$ cat config.mk
export PLATFORM = sky130hd
export DESIGN_NAME = stopwatch_ctrl_multi
export DESIGN_NICKNAME = d
export VERILOG_FILES = /design/src/rtl/stopwatch_pkg.sv /design/src/rtl/stopwatch_channel.sv /design/src/rtl/stopwatch_ctrl_multi.sv
export SDC_FILE = /design/constraint.sdc
export NUM_CORES = 1
export LEC_CHECK = 0
export ABC_AREA = 1
export CAP_MARGIN = 20
export CORE_UTILIZATION = 38
export CTS_CLUSTER_DIAMETER = 80
export DETAILED_ROUTE_END_ITERATION = 8
export GPL_TIMING_DRIVEN = 0
export PLACE_DENSITY_LB_ADDON = 0.15
export SLEW_MARGIN = 20
export SYNTH_ARGS = -nofsm -noshare
export SYNTH_HDL_FRONTEND = slang
export SYNTH_SLANG_ARGS = --single-unit
$ cat constraint.sdc
create_clock -name clk -period 2 [get_ports clk]
set_input_delay 0.2 -clock clk [delete_from_list [all_inputs] [get_ports clk]]
set_output_delay 0.2 -clock clk [all_outputs]
set_load 0.05 [all_outputs]
$ cat src/rtl/stopwatch_pkg.sv
// Shared types and helpers for the multi-channel stopwatch controller.
package stopwatch_pkg;

    typedef enum logic [1:0] {
        IDLE    = 2'b00,
        RUNNING = 2'b01,
        PAUSED  = 2'b10,
        LAP     = 2'b11
    } sw_state_t;

    // Widest counter the overflow helper can inspect.
    localparam int MAX_CNT_W = 64;

    // True when the low 'width' bits of cnt are all ones, i.e. the next increment overflows.
    function automatic logic f_ovf(input logic [MAX_CNT_W-1:0] cnt,
                                   input int                   width = MAX_CNT_W);
        logic [MAX_CNT_W-1:0] mask;
        mask = (width >= MAX_CNT_W) ? '1 : ((MAX_CNT_W'(1) << width) - MAX_CNT_W'(1));
        return (cnt & mask) == mask;
    endfunction

endpackage

$ cat src/rtl/stopwatch_channel.sv
// One stopwatch channel: state machine, elapsed-tick counter, lap snapshot and sticky overflow.
module stopwatch_channel
    import stopwatch_pkg::*;
#(
    parameter int CNT_W = 16,
    parameter int WRAP  = 1
) (
    input  logic             clk,
    input  logic             rst_n,
    input  logic             tick,
    input  logic             start,
    input  logic             stop,
    input  logic             reset,
    input  logic             lap,
    output sw_state_t        status,
    output logic [CNT_W-1:0] count,
    output logic [CNT_W-1:0] disp,
    output logic             ovf
);

    localparam bit SATURATE = (WRAP == 0);

    sw_state_t        state_q, state_d;
    logic [CNT_W-1:0] cnt_q, cnt_d;
    logic [CNT_W-1:0] snap_q, snap_d;
    logic             ovf_q, ovf_d;
    logic             inc, at_max, sat_hit;

    // NOTE: every signal written here gets a default first, so no path can infer a latch.
    always_comb begin
        inc     = tick && (state_q == RUNNING || state_q == LAP);
        at_max  = f_ovf(MAX_CNT_W'(cnt_q), CNT_W);
        sat_hit = SATURATE && inc && at_max;

        state_d = state_q;
        cnt_d   = (inc && !sat_hit) ? cnt_q + CNT_W'(1) : cnt_q;
        snap_d  = snap_q;
        ovf_d   = ovf_q | (inc && at_max);

        unique case (state_q)
            IDLE: begin
                if (!reset && start) state_d = RUNNING;
            end
            RUNNING: begin
                if (reset)     state_d = IDLE;
                else if (stop) state_d = PAUSED;
                else if (lap)  state_d = LAP;
            end
            LAP: begin
                if (reset)     state_d = IDLE;
                else if (stop) state_d = PAUSED;
                else if (lap)  state_d = RUNNING;
            end
            PAUSED: begin
                if (reset)      state_d = IDLE;
                else if (start) state_d = RUNNING;
            end
            default: state_d = IDLE;
        endcase

        // Saturation pauses the channel on the same edge; only reset beats it.
        if (sat_hit && state_d != IDLE) state_d = PAUSED;

        if (state_q == RUNNING && state_d == LAP) snap_d = cnt_d;

        if (state_d == IDLE) begin
            cnt_d  = '0;
            snap_d = '0;
            ovf_d  = 1'b0;
        end
    end

    // NOTE: state registers use non-blocking assignments so every flop samples pre-edge values.
    always_ff @(posedge clk or negedge rst_n) begin
        if (!rst_n) begin
            state_q <= IDLE;
            cnt_q   <= '0;
            snap_q  <= '0;
            ovf_q   <= 1'b0;
        end else begin
            state_q <= state_d;
            cnt_q   <= cnt_d;
            snap_q  <= snap_d;
            ovf_q   <= ovf_d;
        end
    end

    assign status = state_q;
    assign count  = cnt_q;
    assign ovf    = ovf_q;
    assign disp   = (state_q == LAP) ? snap_q : cnt_q;

endmodule

$ cat src/rtl/stopwatch_ctrl_multi.sv
// Multi-channel stopwatch controller: shared free-running tick prescaler feeding independent channels.
module stopwatch_ctrl_multi
    import stopwatch_pkg::*;
#(
    parameter int CHANNELS = 4,
    parameter int CNT_W    = 16,
    parameter int PRESCALE = 100,
    parameter int WRAP     = 1
) (
    input  logic                      clk,
    input  logic                      rst_n,
    input  logic [CHANNELS-1:0]       start,
    input  logic [CHANNELS-1:0]       stop,
    input  logic [CHANNELS-1:0]       reset,
    input  logic [CHANNELS-1:0]       lap,
    output logic [2*CHANNELS-1:0]     status,
    output logic [CNT_W*CHANNELS-1:0] count,
    output logic [CNT_W*CHANNELS-1:0] disp,
    output logic [CHANNELS-1:0]       ovf,
    output logic                      tick
);

    localparam int              PS_W    = (PRESCALE > 1) ? $clog2(PRESCALE) : 1;
    localparam logic [PS_W-1:0] PS_LAST = PS_W'(PRESCALE - 1);

    logic [PS_W-1:0] psc_q;

    // With PRESCALE=1 the counter is pinned at 0, which equals PS_LAST, so tick stays high.
    always_ff @(posedge clk or negedge rst_n) begin
        if (!rst_n) psc_q <= '0;
        else        psc_q <= (psc_q == PS_LAST) ? '0 : psc_q + PS_W'(1);
    end

    assign tick = (psc_q == PS_LAST);

    for (genvar i = 0; i < CHANNELS; i++) begin : g_ch
        sw_state_t ch_status;

        stopwatch_channel #(
            .CNT_W (CNT_W),
            .WRAP  (WRAP)
        ) u_ch (
            .clk    (clk),
            .rst_n  (rst_n),
            .tick   (tick),
            .start  (start[i]),
            .stop   (stop[i]),
            .reset  (reset[i]),
            .lap    (lap[i]),
            .status (ch_status),
            .count  (count[CNT_W*i +: CNT_W]),
            .disp   (disp[CNT_W*i +: CNT_W]),
            .ovf    (ovf[i])
        );

        assign status[2*i +: 2] = ch_status;
    end

endmodule

==> qor.tcl <==
set qor(slew_headroom_pct) 62.68
set qor(cts_buffer_depth) 2
set qor(place_ws_ns) -0.8074
set qor(clockPowerShare_pct) 45.2
set qor(worst-setup-path-type) {register to primary output}
set qor(synth_area_sq_mm) 0.008202
set qor(worst-path-buf-inv) 1
set qor(grt_pass1_wl_um) 38490
set qor(synth.lib_cells_used.distinct) 31
set qor(num_vias) 7968
set qor(nets) 1357
set qor(yosysWarningCount) 0
set qor(port_buffer_cells) 158
set qor(timing.critical_path.slowest_stage_cell) {sky130_fd_sc_hd__clkdlybuf4s50_1}
set qor(clock-skew-final_ns) 0.01014
set qor(gr-total-overflow) 0
set qor(clock_insertion_delay_worst_skew_ns) 0.42
set qor(crit_path_max_fanout) 8
set qor(grt_antenna_before_repair) 0
set qor(dp_hpwl_um) 16620
set qor(final-max-slew-violation-count) 0
set qor(grt_usage_pct) 22.17
set qor(timing.critical_path.cells) {clkdlybuf4s50_1}
set qor(wirelength_um) 23610
set qor(outcome) {finished clean}
set qor(finalWorstSetupSlack_ns) 0.04705
set qor(syn-instance-count) 1130
set qor(placement_rows) 53
set qor(total_leakage_power_nw) 5.670
set qor(worst_r2r_endpoint) {g_ch[0].u_ch.snap_q[2]$_DFFE_PN0P_}
set qor(hp-class) {input port to asynchronous set/reset pin}
set qor(synthFlopType) {sky130_fd_sc_hd__dfrtp_1}
set qor(asyncSetResetFlopFracSynth_pct) 100.0
set qor(worstReg2RegStart) {psc_q[0]$_DFF_PN0_}
set qor(tritoncts) {built}
set qor(ff2ff_setup_slack_ns) 0.17
set qor(core_area_sq_mm) 0.02109
set qor(yosysTopAreaCellShare_pct) 44.85
set qor(worst_r2r_path_cells) 11
set qor(seq_area_frac_synth_pct) 44.85
set qor(setup.worst_path.end_class) {primary output}
set qor(cts_made_buffers) 17
set qor(startpoint_type) {register}
set qor(layout_worst_path_cycle_share_pct) 97.65
set qor(highest_clock_rate_mhz) 512.0
set qor(pwr-share-comb_pct) 12.0
set qor(net_count_of_the_mapped_netlist) 1153
set qor(via_count_of_the_first_global_routing_pass) 7599
set qor(ioPinCount) 159
set qor(final_util_pct) 52.76
set qor(cellPowerDensity_mw_per_mm2) 629.9
set qor(floorplan.die.height_um) 148.9
set qor(first_pass_iters) 5
set qor(die_width_um) 148.9
set qor(power_switching_mw) 1.856
set qor(total_power_mw) 7.009
set qor(required_ns) 1.80
set qor(post_synth_edffs) 0
set qor(detail_route.vias_per_cell) 4.922
set qor(power_switching_share_pct) 26.48
set qor(detailed_route_wire_length_per_cell_um) 14.58
set qor(initial_core_util_pct) 38.89
set qor(ant_nets) 0
set qor(remaining_drc_errors) 0
set qor(number_of_drc_violations_after_detailed_routing_iteration_0) 394
set qor(cp_top_family) {buffers and inverters}
set qor(fillerInstances) 2112
set qor(post-synth-top-area-cell) {sky130_fd_sc_hd__dfrtp_1}
set qor(finalSetupViolCount) 0
set qor(timing.final.crit_period_ns) 1.953
set qor(yosys.cell_count.top_type) {sky130_fd_sc_hd__nand2_1}
set qor(area_growth_pct) 35.67
set qor(internal_power_mw) 5.153
set qor(die_area_sq_mm) 0.02217
set qor(synth_top_cells_by_area) {sky130_fd_sc_hd__dfrtp_1 (45%), sky130_fd_sc_hd__nand2_1 (15%), sky130_fd_sc_hd__nor2_1 (6.5%)}
set qor(largest_net_degree_at_the_start_of_global_routing) 92
set qor(yosys_register_bits) 147
set qor(ctsRootBufferMaster) {sky130_fd_sc_hd__clkbuf_16}
set qor(share_of_total_power_in_sequential_cells_pct) 42.8
set qor(peakVddDrop_uv) 518.2
set qor(clkSlewWorstSetupHoldPaths_ns) 0.06
set qor(post_synth.cell_area_avg_sq_um) 7.258
set qor(num_antenna_cells) 0
set qor(yosys-top-cells-count) {sky130_fd_sc_hd__nand2_1 (332), sky130_fd_sc_hd__dfrtp_1 (147), sky130_fd_sc_hd__nor2_1 (141)}
set qor(place.gp.congestion) 0.8535
set qor(placed_cells_incl_taps) 1564
set qor(max_cap_violations) 0
set qor(drive_gt1_share_pct) 18.23
set qor(cts_sinks) 147
set qor(critPathArrivalTime_ns) 1.75
set qor(unrepaired_setup_endpoints_after_global_routing) {yes}
set qor(timing.critical_path.slowest_cell_delay_ns) 0.86
set qor(cts_max_level) 4
set qor(tightestPinTransition_ns) 0.5580
set qor(fin_cells) 1619
set qor(finalHoldViolCount) 0
sequential cells by signal (all words and copies together), names as in the netlist:
name and count:
g_ch.u_ch.count 64, g_ch.u_ch.status 8, g_ch.u_ch.snap_q 64, psc_q 7
g_ch.u_ch.ovf 4
power by group through the flow:
stage / combinational, mW / clock [mW] / sequential (mW)
global route: 0.911 / 3.37 / 3.00
CTS: 0.792 / 3.23 / 3.00
floorplan: 0.410 / 0 / 3.10
finish: 0.841 / 3.16 / 3.00
detailed placement: 0.779 / 0 / 3.06
global placement: 0.771 / 0 / 3.06
repair_timing:
item / 4_1_cts / 5_1_grt
cloned: 1 / 0
buffers inserted: 6 / 18
hold buffers: 1 / 0
gates resized for setup: 377 / 70
hold endpoints to repair: 56 / 0
pin swaps: 1 / 8
endpoints found under the setup margin: 85 / 152
layout by cell type, fill, tap and decap left out, types with 10 or more instances in the layout:
| cell type | count |
|---|---|
| sky130_fd_sc_hd__a21oi_2 | 14 |
| sky130_fd_sc_hd__buf_6 | 12 |
| sky130_fd_sc_hd__buf_2 | 40 |
| sky130_fd_sc_hd__inv_1 | 119 |
| sky130_fd_sc_hd__nand3_1 | 100 |
| sky130_fd_sc_hd__clkbuf_16 | 18 |
| sky130_fd_sc_hd__nand4_1 | 36 |
| sky130_fd_sc_hd__clkdlybuf4s50_1 | 80 |
| sky130_fd_sc_hd__a21oi_4 | 11 |
| sky130_fd_sc_hd__o21ai_0 | 38 |
| sky130_fd_sc_hd__clkbuf_4 | 16 |
| sky130_fd_sc_hd__nor2_2 | 11 |
| sky130_fd_sc_hd__dfrtp_1 | 141 |
| sky130_fd_sc_hd__o21ai_1 | 18 |
| sky130_fd_sc_hd__dlymetal6s2s_1 | 10 |
| sky130_fd_sc_hd__a21oi_1 | 33 |
| sky130_fd_sc_hd__and2_1 | 11 |
| sky130_fd_sc_hd__buf_4 | 51 |
| sky130_fd_sc_hd__xor2_1 | 19 |
| sky130_fd_sc_hd__mux2_2 | 10 |
| sky130_fd_sc_hd__nor2_1 | 135 |
| sky130_fd_sc_hd__nand2_1 | 330 |
cell families (layout without fill, tap and decap cells):
logic type / after synthesis / in the layout / share of synthesized area (%)
and+or+nand+nor: 659 / 659 / 34.57
buffers and inverters: 164 / 378 / 8.238
DFF: 147 / 147 / 44.85
AOI/OAI and AO/OA: 125 / 125 / 8.070
xor gates and xnor gates: 20 / 20 / 2.136
muxes: 10 / 10 / 1.373
adders and majority gates: 5 / 5 / 0.7628
per-stage QoR:
| stage | instance area (sq um) | hold WS (ns) | setup TNS (ns) |
|---|---|---|---|
| final | 11130 | 0.2954 | 0 |
| after global placement | 10310 | 0.4521 | -857.74 |
| after global routing | 11130 | 0.3222 | -0.03904 |
| after detailed placement | 10340 | 0.1601 | -37.60 |
| after CTS | 10870 | 0.3025 | -0.004934 |
| after floorplan | 8383 | -0.09559 | -9.413 |
worst register-to-register path, cell delays in order (launching register included):
cell	delay [ns]
sky130_fd_sc_hd__dfrtp_1	0.37
sky130_fd_sc_hd__ha_2	0.21
sky130_fd_sc_hd__inv_1	0.05
sky130_fd_sc_hd__nor2_2	0.14
sky130_fd_sc_hd__nand3_4	0.20
sky130_fd_sc_hd__nor2_4	0.16
sky130_fd_sc_hd__clkbuf_4	0.22
sky130_fd_sc_hd__nand2_1	0.08
sky130_fd_sc_hd__o21ai_1	0.10
sky130_fd_sc_hd__nor2_1	0.09
sky130_fd_sc_hd__nand2_1	0.06
sky130_fd_sc_hd__nand2_1	0.05
how the worst max path moves through the flow:
stage | start | end | depth (start not counted)
floorplan | g_ch[1].u_ch.status[0]$_DFF_PN0_ | disp[16] | 4
global placement | rst_n | g_ch[2].u_ch.status[0]$_DFF_PN0_ | 1
detailed placement | g_ch[1].u_ch.status[0]$_DFF_PN0_ | disp[30] | 5
CTS | psc_q[3]$_DFF_PN0_ | tick | 4
global route | g_ch[3].u_ch.count[3]$_DFF_PN0_ | count[51] | 1
finish | g_ch[3].u_ch.count[3]$_DFF_PN0_ | count[51] | 1
area by class of cell:
cell class,instances,area (sq um),share of cell area [%]
Tap cell,275,344.1,3.092
Inverter,128,480.5,4.318
Buffer,36,300.3,2.699
Multi-Input combinational cell,819,4106,36.91
Clock inverter,9,106.4,0.9558
Clock buffer,20,466.7,4.194
Timing Repair Buffer,185,1637,14.71
Sequential cell,147,3686,33.13
per-layer routing:
metal / global-route usage (%) / vias up / share of wire, %
li1: - / 4030 / -
met1: 30.29 / 3760 / 48
met2: 35.74 / 164 / 47
met3: 3.976 / 14 / 4.1
met4: 6.480 / 0 / 0.87
met5: 0 / - / 0
(Power assumes the default switching activity.)
